==> config.mk <==
export PLATFORM = sky130hd
export DESIGN_NAME = ex_stage_flat
export DESIGN_NICKNAME = d
export VERILOG_FILES = /design/src/rtl/ex_stage_if.sv /design/src/rtl/ex_stage.sv /design/src/flat_wrapper.sv
export SDC_FILE = /design/constraint.sdc
export NUM_CORES = 1
export LEC_CHECK = 0
export ABC_AREA = 0
export BUFFER_PORTS_ARGS = -buffer_cell sky130_fd_sc_hd__buf_2
export CAP_MARGIN = 20
export CORE_ASPECT_RATIO = 0.6
export CORE_MARGIN = 4
export CORE_UTILIZATION = 50
export DETAILED_ROUTE_END_ITERATION = 16
export MAX_ROUTING_LAYER = met4
export PLACE_DENSITY_LB_ADDON = 0.2
export REMOVE_ABC_BUFFERS = 1
export SETUP_SLACK_MARGIN = 0.02
export SLEW_MARGIN = 25
export SYNTH_ARGS = -nofsm -noshare
export SYNTH_HDL_FRONTEND = slang
export SYNTH_SLANG_ARGS = --single-unit
==> constraint.sdc <==
create_clock -name clk -period 4.9 [get_ports clk]
set_input_delay 0.98 -clock clk [delete_from_list [all_inputs] [get_ports clk]]
set_output_delay 0.98 -clock clk [all_outputs]
set_load 0.01 [all_outputs]
==> src/rtl/ex_stage_if.sv <==
// ID/EX-to-EX/MEM bus for the execute stage: EX_* operands and controls in,
// MEM_* pipeline register contents and the front-end stall out.
interface ex_stage_if;
    logic [1:0]  EX_ctlwb;
    logic [2:0]  EX_ctlm;
    logic [3:0]  EX_ctlex;
    logic [31:0] EX_npc;
    logic [31:0] EX_rd1;
    logic [31:0] EX_rd2;
    logic [31:0] EX_imm;
    logic [4:0]  EX_rt;
    logic [4:0]  EX_rd;
    logic        ex_stall;
    logic [1:0]  MEM_ctlwb;
    logic [2:0]  MEM_ctlm;
    logic [31:0] MEM_btgt;
    logic        MEM_zero;
    logic [31:0] MEM_alu;
    logic [31:0] MEM_wdata;
    logic [4:0]  MEM_wreg;

    modport slave (
        input  EX_ctlwb, EX_ctlm, EX_ctlex, EX_npc, EX_rd1, EX_rd2, EX_imm, EX_rt, EX_rd,
        output ex_stall, MEM_ctlwb, MEM_ctlm, MEM_btgt, MEM_zero, MEM_alu, MEM_wdata, MEM_wreg
    );

    modport master (
        output EX_ctlwb, EX_ctlm, EX_ctlex, EX_npc, EX_rd1, EX_rd2, EX_imm, EX_rt, EX_rd,
        input  ex_stall, MEM_ctlwb, MEM_ctlm, MEM_btgt, MEM_zero, MEM_alu, MEM_wdata, MEM_wreg
    );
endinterface

==> src/rtl/ex_stage.sv <==
// MIPS execute stage with EX/MEM register. Define MULDIV_EN to include the
// iterative multu/divu unit with HI/LO; otherwise those functs retire as NOPs.
module ex_stage #(
    parameter logic [31:0] DIV0_LO = 32'hFFFF_FFFF
) (
    input  logic       clk,
    input  logic       rst,
    ex_stage_if.slave  bus
);

    logic [1:0]  aluop;
    logic [5:0]  funct;
    logic        r_type;
    logic        md_funct;
    logic        wb_kill;
    logic        stall;
    logic [31:0] op_b;
    logic [31:0] sum;
    logic [31:0] res;

    logic [1:0]  mem_ctlwb_q;
    logic [2:0]  mem_ctlm_q;
    logic [31:0] mem_btgt_q;
    logic        mem_zero_q;
    logic [31:0] mem_alu_q;
    logic [31:0] mem_wdata_q;
    logic [4:0]  mem_wreg_q;

    assign aluop    = bus.EX_ctlex[2:1];
    assign funct    = bus.EX_imm[5:0];
    assign r_type   = (aluop == 2'b10);
    assign md_funct = r_type && ((funct == 6'h19) || (funct == 6'h1B));
    assign op_b     = bus.EX_ctlex[0] ? bus.EX_imm : bus.EX_rd2;
    assign sum      = bus.EX_rd1 + op_b;

`ifdef MULDIV_EN
    localparam logic [1:0] ST_IDLE = 2'd0;
    localparam logic [1:0] ST_BUSY = 2'd1;
    localparam logic [1:0] ST_DONE = 2'd2;

    logic [1:0]  st_q, st_d;
    logic [4:0]  cnt_q, cnt_d;
    logic [63:0] p_q, p_d;
    logic [31:0] a_q, a_d;
    logic        isdiv_q, isdiv_d;
    logic [31:0] hi_q, hi_d;
    logic [31:0] lo_q, lo_d;

    logic [32:0] mul_sum;
    logic [63:0] mul_p;
    logic [32:0] div_sh;
    logic        div_ge;
    logic [31:0] div_r;
    logic [63:0] div_p;
    logic [63:0] step_p;

    // Multiply: {acc, multiplier} shifts right, adding the multiplicand into
    // the upper half on each 1 bit. Divide: {rem, quot} shifts left, restoring.
    assign mul_sum = {1'b0, p_q[63:32]} + (p_q[0] ? {1'b0, a_q} : 33'd0);
    assign mul_p   = {mul_sum, p_q[31:1]};
    assign div_sh  = {p_q[63:32], p_q[31]};
    assign div_ge  = (div_sh >= {1'b0, a_q});
    assign div_r   = div_ge ? (div_sh[31:0] - a_q) : div_sh[31:0];
    assign div_p   = {div_r, p_q[30:0], div_ge};
    assign step_p  = isdiv_q ? div_p : mul_p;

    always_comb begin
        st_d    = st_q;
        cnt_d   = cnt_q;
        p_d     = p_q;
        a_d     = a_q;
        isdiv_d = isdiv_q;
        hi_d    = hi_q;
        lo_d    = lo_q;
        case (st_q)
            ST_IDLE: begin
                if (md_funct) begin
                    p_d     = {32'd0, bus.EX_rd1};
                    a_d     = bus.EX_rd2;
                    isdiv_d = (funct == 6'h1B);
                    cnt_d   = 5'd0;
                    st_d    = ST_BUSY;
                end
            end
            ST_BUSY: begin
                p_d   = step_p;
                cnt_d = cnt_q + 5'd1;
                if (cnt_q == 5'd31) begin
                    hi_d = step_p[63:32];
                    lo_d = (isdiv_q && (a_q == 32'd0)) ? DIV0_LO : step_p[31:0];
                    st_d = ST_DONE;
                end
            end
            default: st_d = ST_IDLE;
        endcase
    end

    always_ff @(posedge clk or posedge rst) begin
        if (rst) begin
            st_q    <= ST_IDLE;
            cnt_q   <= 5'd0;
            p_q     <= 64'd0;
            a_q     <= 32'd0;
            isdiv_q <= 1'b0;
            hi_q    <= 32'd0;
            lo_q    <= 32'd0;
        end else begin
            st_q    <= st_d;
            cnt_q   <= cnt_d;
            p_q     <= p_d;
            a_q     <= a_d;
            isdiv_q <= isdiv_d;
            hi_q    <= hi_d;
            lo_q    <= lo_d;
        end
    end

    // Gated by rst so the stall drops the moment reset is applied.
    assign stall   = !rst && (((st_q == ST_IDLE) && md_funct) || (st_q == ST_BUSY));
    assign wb_kill = md_funct;
`else
    logic hilo_funct;

    assign hilo_funct = r_type && ((funct == 6'h10) || (funct == 6'h12));
    assign stall      = 1'b0;
    assign wb_kill    = md_funct || hilo_funct;
`endif

    always_comb begin
        res = sum;
        case (aluop)
            2'b01: res = bus.EX_rd1 - op_b;
            2'b10: begin
                case (funct)
                    6'h22: res = bus.EX_rd1 - op_b;
                    6'h24: res = bus.EX_rd1 & op_b;
                    6'h25: res = bus.EX_rd1 | op_b;
                    6'h2A: res = {31'd0, ($signed(bus.EX_rd1) < $signed(op_b))};
`ifdef MULDIV_EN
                    6'h10: res = hi_q;
                    6'h12: res = lo_q;
`endif
                    default: res = sum;
                endcase
            end
            default: res = sum;
        endcase
    end

    always_ff @(posedge clk or posedge rst) begin
        if (rst) begin
            mem_ctlwb_q <= 2'd0;
            mem_ctlm_q  <= 3'd0;
            mem_btgt_q  <= 32'd0;
            mem_zero_q  <= 1'b0;
            mem_alu_q   <= 32'd0;
            mem_wdata_q <= 32'd0;
            mem_wreg_q  <= 5'd0;
        end else begin
            mem_ctlwb_q <= stall ? 2'd0 : {bus.EX_ctlwb[1] & ~wb_kill, bus.EX_ctlwb[0]};
            mem_ctlm_q  <= stall ? 3'd0 : bus.EX_ctlm;
            mem_btgt_q  <= bus.EX_npc + {bus.EX_imm[29:0], 2'b00};
            mem_zero_q  <= (res == 32'd0);
            mem_alu_q   <= res;
            mem_wdata_q <= bus.EX_rd2;
            mem_wreg_q  <= bus.EX_ctlex[3] ? bus.EX_rd : bus.EX_rt;
        end
    end

    assign bus.ex_stall  = stall;
    assign bus.MEM_ctlwb = mem_ctlwb_q;
    assign bus.MEM_ctlm  = mem_ctlm_q;
    assign bus.MEM_btgt  = mem_btgt_q;
    assign bus.MEM_zero  = mem_zero_q;
    assign bus.MEM_alu   = mem_alu_q;
    assign bus.MEM_wdata = mem_wdata_q;
    assign bus.MEM_wreg  = mem_wreg_q;

endmodule

==> src/flat_wrapper.sv <==
// flat-port wrapper written by rule: the top's interface ports become plain ports
module ex_stage_flat 
#(
    parameter logic [31:0] DIV0_LO = 32'hFFFF_FFFF
)
  (clk, rst, bus_EX_ctlwb, bus_EX_ctlm, bus_EX_ctlex, bus_EX_npc, bus_EX_rd1, bus_EX_rd2, bus_EX_imm, bus_EX_rt, bus_EX_rd, bus_ex_stall, bus_MEM_ctlwb, bus_MEM_ctlm, bus_MEM_btgt, bus_MEM_zero, bus_MEM_alu, bus_MEM_wdata, bus_MEM_wreg);
  ex_stage_if bus_i ();
  input  logic clk;
  input  logic rst;
  input wire logic [$bits(bus_i.EX_ctlwb)-1:0] bus_EX_ctlwb;
  input wire logic [$bits(bus_i.EX_ctlm)-1:0] bus_EX_ctlm;
  input wire logic [$bits(bus_i.EX_ctlex)-1:0] bus_EX_ctlex;
  input wire logic [$bits(bus_i.EX_npc)-1:0] bus_EX_npc;
  input wire logic [$bits(bus_i.EX_rd1)-1:0] bus_EX_rd1;
  input wire logic [$bits(bus_i.EX_rd2)-1:0] bus_EX_rd2;
  input wire logic [$bits(bus_i.EX_imm)-1:0] bus_EX_imm;
  input wire logic [$bits(bus_i.EX_rt)-1:0] bus_EX_rt;
  input wire logic [$bits(bus_i.EX_rd)-1:0] bus_EX_rd;
  output wire logic [$bits(bus_i.ex_stall)-1:0] bus_ex_stall;
  output wire logic [$bits(bus_i.MEM_ctlwb)-1:0] bus_MEM_ctlwb;
  output wire logic [$bits(bus_i.MEM_ctlm)-1:0] bus_MEM_ctlm;
  output wire logic [$bits(bus_i.MEM_btgt)-1:0] bus_MEM_btgt;
  output wire logic [$bits(bus_i.MEM_zero)-1:0] bus_MEM_zero;
  output wire logic [$bits(bus_i.MEM_alu)-1:0] bus_MEM_alu;
  output wire logic [$bits(bus_i.MEM_wdata)-1:0] bus_MEM_wdata;
  output wire logic [$bits(bus_i.MEM_wreg)-1:0] bus_MEM_wreg;
  assign bus_i.EX_ctlwb = bus_EX_ctlwb;
  assign bus_i.EX_ctlm = bus_EX_ctlm;
  assign bus_i.EX_ctlex = bus_EX_ctlex;
  assign bus_i.EX_npc = bus_EX_npc;
  assign bus_i.EX_rd1 = bus_EX_rd1;
  assign bus_i.EX_rd2 = bus_EX_rd2;
  assign bus_i.EX_imm = bus_EX_imm;
  assign bus_i.EX_rt = bus_EX_rt;
  assign bus_i.EX_rd = bus_EX_rd;
  assign bus_ex_stall = bus_i.ex_stall;
  assign bus_MEM_ctlwb = bus_i.MEM_ctlwb;
  assign bus_MEM_ctlm = bus_i.MEM_ctlm;
  assign bus_MEM_btgt = bus_i.MEM_btgt;
  assign bus_MEM_zero = bus_i.MEM_zero;
  assign bus_MEM_alu = bus_i.MEM_alu;
  assign bus_MEM_wdata = bus_i.MEM_wdata;
  assign bus_MEM_wreg = bus_i.MEM_wreg;
  ex_stage #(.DIV0_LO(DIV0_LO)) u_core (.clk(clk), .rst(rst), .bus(bus_i));
endmodule
# ---- Word-level counts from Yosys, hierarchy flattened
# Index checks and enable logic that the tools add are counted.
dict set report op_classes {
  n_addsub 3
  mul 0
  div_mod_pow 0
  n_lt_le_gt_ge 1
  n_eq_ne 10
  shift 0
  n_mux 4
  n_bitwise 4
  reduce_logical 6
}
# operator n
set ops {}
lappend ops {{$pmux 32 s4} 1}
lappend ops {{$add 32x32->32} 2}
lappend ops {{$pmux 32 s2} 1}
lappend ops {{$and 32x32->32} 1}
lappend ops {{$logic_not 32->1} 1}
lappend ops {{$lt 32x32->1} 1}
lappend ops {{$mux 32} 1}
lappend ops {{$or 32x32->32} 1}
lappend ops {{$sub 32x32->32} 1}
lappend ops {{$eq 6x5->1 const B} 4}
lappend ops {{$eq 6x6->1 const B} 4}
lappend ops {{$mux 5} 1}
lappend ops {{$logic_or 1x1->1} 3}
lappend ops {{$eq 2x1->1 const B} 1}
lappend ops {{$eq 2x2->1 const B} 1}
lappend ops {{$logic_and 1x1->1} 2}
lappend ops {{$and 1x1->1} 1}
lappend ops {{$not 1->1} 1}
dict set report word_totals {
  ff_bits 107
  latch_bits 0
  ram_bits 0
  mem_bits_ro 0
  input_bits 149
  elab_cells 35
  n_memories 0
}

# ---- Longest topological paths before layout
dict set report logic_depth {
  depth_word 6
  ltp_mapped 20
}

# ---- Worst setup path after synthesis
# Ideal clock, no wire load.
dict set report synth_timing {
  kind {input -> register}
  startpoint {input port bus_EX_ctlex[0]}
  endpoint {register u_core.mem_zero_q, in the netlist u_core.bus.MEM_zero}
  setup_ns 0.080
  arrival_ns 5.111
  required_time_ns 4.820
  path_slack_ns -0.291
  stages 17
  cell_sequence {clkbuf_1 > buf_1 > mux2i_1 > inv_1 > ha_1 > fa_1 > a21o_1 > a221o_1 > a211o_4 > a31oi_4 > o211a_4 > o31ai_1 > nor4_1 > a41oi_1 > a2111oi_2 > nand4b_4 > nor3_2}
}
dict set report synth_between {
  elab_chain_len 5
  word_cells_on_any_way 9
  classes_between {add/sub (2); order compare (1); mux (3); bitwise (2); reduce/logical (1)}
}
# item line
set synth_lines {}
lappend synth_lines {{start, declared} flat_wrapper.sv:12} ;# input wire logic [$bits(bus_i.EX_ctlex)-1:0] bus_EX_ctlex;
lappend synth_lines {{$mux 32 (*)} ex_stage.sv:33} ;# assign op_b = bus.EX_ctlex[0] ? bus.EX_imm : bus.EX_rd2;
lappend synth_lines {{$add 32x32->32, or another cell as far along} ex_stage.sv:34} ;# assign sum = bus.EX_rd1 + op_b;
lappend synth_lines {{$pmux 32 s4} ex_stage.sv:134} ;# case (funct)
lappend synth_lines {{$pmux 32 s2 (*)} ex_stage.sv:131} ;# case (aluop)
lappend synth_lines {{$logic_not 32->1 (*)} ex_stage.sv:163} ;# mem_zero_q <= (res == 32'd0);
lappend synth_lines {{end signal, assigned} ex_stage.sv:163}
lappend synth_lines {{end, declared} ex_stage.sv:24} ;# logic mem_zero_q;
# Every way passes the cells marked *; elsewhere a longest branch is shown, timed or not.

# ---- Final worst setup path
dict set report layout_timing {
  startpoint {input port bus_EX_ctlex[0]}
  endpoint {register u_core.mem_zero_q, in the netlist u_core.bus.MEM_zero}
}
dict set report layout_between {
  elab_chain_len 5
  word_cells_on_any_way 9
  classes_between {add/sub (2); order compare (1); mux (3); bitwise (2); reduce/logical (1)}
}
# item line
set layout_lines {}
lappend layout_lines {{$mux 32 (*)} ex_stage.sv:33}
lappend layout_lines {{$add 32x32->32, or another cell as far along} ex_stage.sv:34}
lappend layout_lines {{$pmux 32 s4} ex_stage.sv:134}
lappend layout_lines {{$pmux 32 s2 (*)} ex_stage.sv:131}
lappend layout_lines {{net u_core.res[8]} ex_stage.sv:19} ;# logic [31:0] res;
lappend layout_lines {{$logic_not 32->1 (*)} ex_stage.sv:163}
# Mark *: on every way through the listed nets, which the timed path passes. The rest lies on a longest branch.

==> results.md <==
* Worst-Margin Slew at 0.865 ns
* Cell chain of the critical path: buf_2, buf_4, mux2i_2, ha_1, nor2b_1, a211oi_2, buf_4, o21a_4, mux2_1, a221oi_1, nor2_1, nor4_2, nand4b_1, or4b_1, nand4b_4, nor3_2
* Critical path endpoint category: flop
* Via count at 11900
* Remaining DRCs at 0
* Synthesized area at 10800 sq um
* Max FO, Critical Path at 7
* Met1 WL at 19500 microns
* Final WS setup at 0.191 ns
* Routed Antenna Nets at 0
* TritonRoute pass-1 iters at 8
* CTS clk-pin slew, worst paths at 0.09 ns
* Worst path required time at 5.21 ns
* Worst path max stage delay at 0.53 ns
* Die H at 122 microns
* Final Routed Wirelength at 42200 microns
* Final setup fails at 0
* Initial Util at 51.1%
* Max Fclk at 0.212 GHz
* Outcome: completed
* First-pass GRT wire length at 63600 microns
* Vias per cell at 6.01
* Total gr overflow at 0
* Nets at 1979
* RSZ-0062 raised after global routing: no
* Crit path max-delay family: simple AND/OR/NAND/NOR gates
* Setup bufs post-CTS at 0
* Largest buffer count on any clock path at 2
* Worst Setup Path Type: in -> reg
* FP Rows at 41
* Pleak at 7.08 nW
* Crit. Startpoint: bus_EX_ctlex[0]
* Prevailing post-synth register cell: dfrtp_1
* CP bufs+invs at 3
* Slowest library cell on the worst path: or4b_1
* Layout area overhead at 30.0%
* Synth unique cells at 95
* # clock sinks at 107
* Post-DP HPWL at 34300 microns
* Tcrit/Tclk final at 96.1%
* Critical Path AT at 5.02 ns
* CTS H-Tree Depth at 3
* Post-Syn Instances at 1295
* DR WL met3 at 5600 microns
* Synth Register Bits at 107
* Yosys warns at 0
* Pre-CTS setup slack at -0.279 ns
* Die area at 24100 sq um
* WL/cell at 21.3 microns
* PwrDens at 267 nW/um^2
* Max layer used: met4
* Chip width at 198 microns
* Total CTS buffers at 9
* Crit path time final at 4.71 ns
* Layout filler cell count at 1829
* Total Neg Setup Slack at 0 ns
* Ports at 257
* Initial antenna violation count at 3
* Max Slew Vio Count at 0
* Core area at 21100 sq um
* Seq/Total Area, Yosys at 24.8%
* Final hold vios at 0
* Slew HR at 40.8%
* Vias in the first global route at 11100
* Most Frequent Cell on Critical Path: buf_4
* Max-cap violations at 0
* Buffers on Ports at 255
* Mean Syn Cell Area at 8.34 sq um
* Pin count of the biggest net entering global routing at 59
* Root Driver: clkbuf_16
* Post-synth EDFFs at 0
* CP Launch Type: input pin
* Synth async-reset ratio at 100%
* Total chip power at 3.75 mW
* Initial DRC Count at 1188
* Routed wl met2 at 16500 microns
* Worst hold path class: in -> async
* Worst IR Drop VDD at 0.248 mV
* GPL Wtd Cong at 1.07
* Share of post-route cells with drive strength above 1 at 30.3%
* CTS tree: built
* Gr usage total at 34.9%
==> state kept, by name (all words and copies together) (netlist names) <==
signal                flops
u_core.bus.MEM_alu       32
u_core.bus.MEM_btgt      32
u_core.bus.MEM_ctlm       3
u_core.bus.MEM_ctlwb      2
u_core.bus.MEM_wdata     32
u_core.bus.MEM_wreg       5
u_core.bus.MEM_zero       1
==> Yosys cell counts (5+ instances only) <==
cell	n	area (sq um)
ha_1	128	1600
inv_1	122	458
dfrtp_1	107	2680
a21oi_1	101	505
nor2_1	94	353
o21ai_0	87	435
nand2_1	59	221
clkbuf_1	50	188
mux2i_1	46	460
xnor2_1	42	368
nor3_1	33	165
a21o_1	26	195
a211oi_1	22	165
nand3_1	22	110
nand2b_1	17	106
o31ai_1	16	120
o21a_1	15	113
nor2b_1	14	87.6
o211ai_1	14	105
nand4_1	12	75.1
a221oi_1	11	96.3
o22ai_1	11	68.8
a31oi_1	10	62.6
and3_1	10	62.6
nor4_1	10	62.6
o21bai_1	10	75.1
or3_1	10	62.6
a211o_1	9	78.8
a2111oi_0	8	70.1
a21boi_0	8	60.1
a22oi_1	8	60.1
buf_2	8	40.0
o221ai_1	8	70.1
a221o_1	7	70.1
and2_1	6	37.5
buf_1	6	22.5
mux2_2	6	67.6
o2111a_1	6	67.6
o21ai_1	6	30.0
o2111ai_1	5	43.8
o211a_1	5	50.1
xor2_1	5	43.8
==> kinds of logic (layout without fill, tap and decap cells) <==
kind of cell,count (synthesis),after routing,synth area share [%]
AND/OR/NAND/NOR,317,317,14.8
adder cells (fa/ha/maj),131,131,15.4
buffers and inverters,192,601,6.94
multiplexers,53,53,4.99
flip-flops,107,107,24.8
XOR/XNOR,47,47,3.81
other,1,4,0.0347
AO/OA/AOI/OAI,447,447,29.2
==> layout make-up <==
cell class / instances / area (sq um) / share of cell area [%]
inverter: 125 / 472 / 3.36
clock inverter: 7 / 87.6 / 0.624
multi-input combinational: 996 / 7400 / 52.7
antenna: 3 / 7.51 / 0.0535
sequential: 107 / 2680 / 19.1
timing repair buffer: 460 / 2820 / 20.1
clock buffer: 9 / 225 / 1.60
tap: 279 / 349 / 2.49
==> path summary, 6_finish.rpt <==
path	to	cells past startpoint
min in group clk	u_core.bus.MEM_wdata[26]	1
max in group asynchronous	u_core.bus.MEM_alu[8]	3
worst min-delay path	u_core.bus.MEM_zero	2
worst max-delay path	u_core.bus.MEM_zero	16
==> report_power, final <==
group	internal [mW]	total [mW]	switching, mW
combinational	0.829	1.92	1.09
sequential	1.01	1.05	0.0344
clock	0.407	0.787	0.380
==> placed cells by master, fill, tap and decap left out, types with 7 or more instances in the layout <==
cell type	instances
xnor2_1	42
buf_4	204
a221oi_1	11
a211oi_1	21
nor2_1	93
nand2b_1	17
a221o_1	7
o211ai_1	14
or3_1	10
nand4_1	12
inv_1	121
nor4_1	10
nand3_1	22
a21oi_1	101
o21bai_1	9
a31oi_1	10
o221ai_1	8
o21ai_0	87
clkbuf_16	9
a211o_1	9
nand2_1	59
a21boi_0	8
nor2b_1	14
nor3_1	33
ha_1	128
a21o_1	26
buf_2	255
dfrtp_1	107
o21a_1	15
a22oi_1	8
o31ai_1	16
o22ai_1	11
and3_1	10
mux2i_1	45
==> metrics by stage <==
step / instances / cell area (sq um) / util (%) / hold WS, ns
finish: 1986 / 14000 / 66.4 / 0.583
global route: 1986 / 14000 / 66.4 / 0.607
CTS: 1983 / 14000 / 66.2 / 0.582
detailed placement: 1967 / 13700 / 64.8 / 0.995
global placement: 1967 / 13700 / 64.8 / 0.990
floorplan: 1228 / 10500 / - / 1.01
==> metal layers <==
layer / vias to the layer above / track usage [%]
met5: - / -
met4: 0 / 7.01
met3: 58 / 10.8
met2: 641 / 46.1
met1: 5696 / 52.1
li1: 5546 / -
==> timing repair <==
action	in CTS	in global routing
hold buffers	0	0
gates resized for setup	0	8
setup endpoints to repair	0	1
hold endpoints to repair	0	0
No activity file was read; power rests on OpenSTA's default activity.
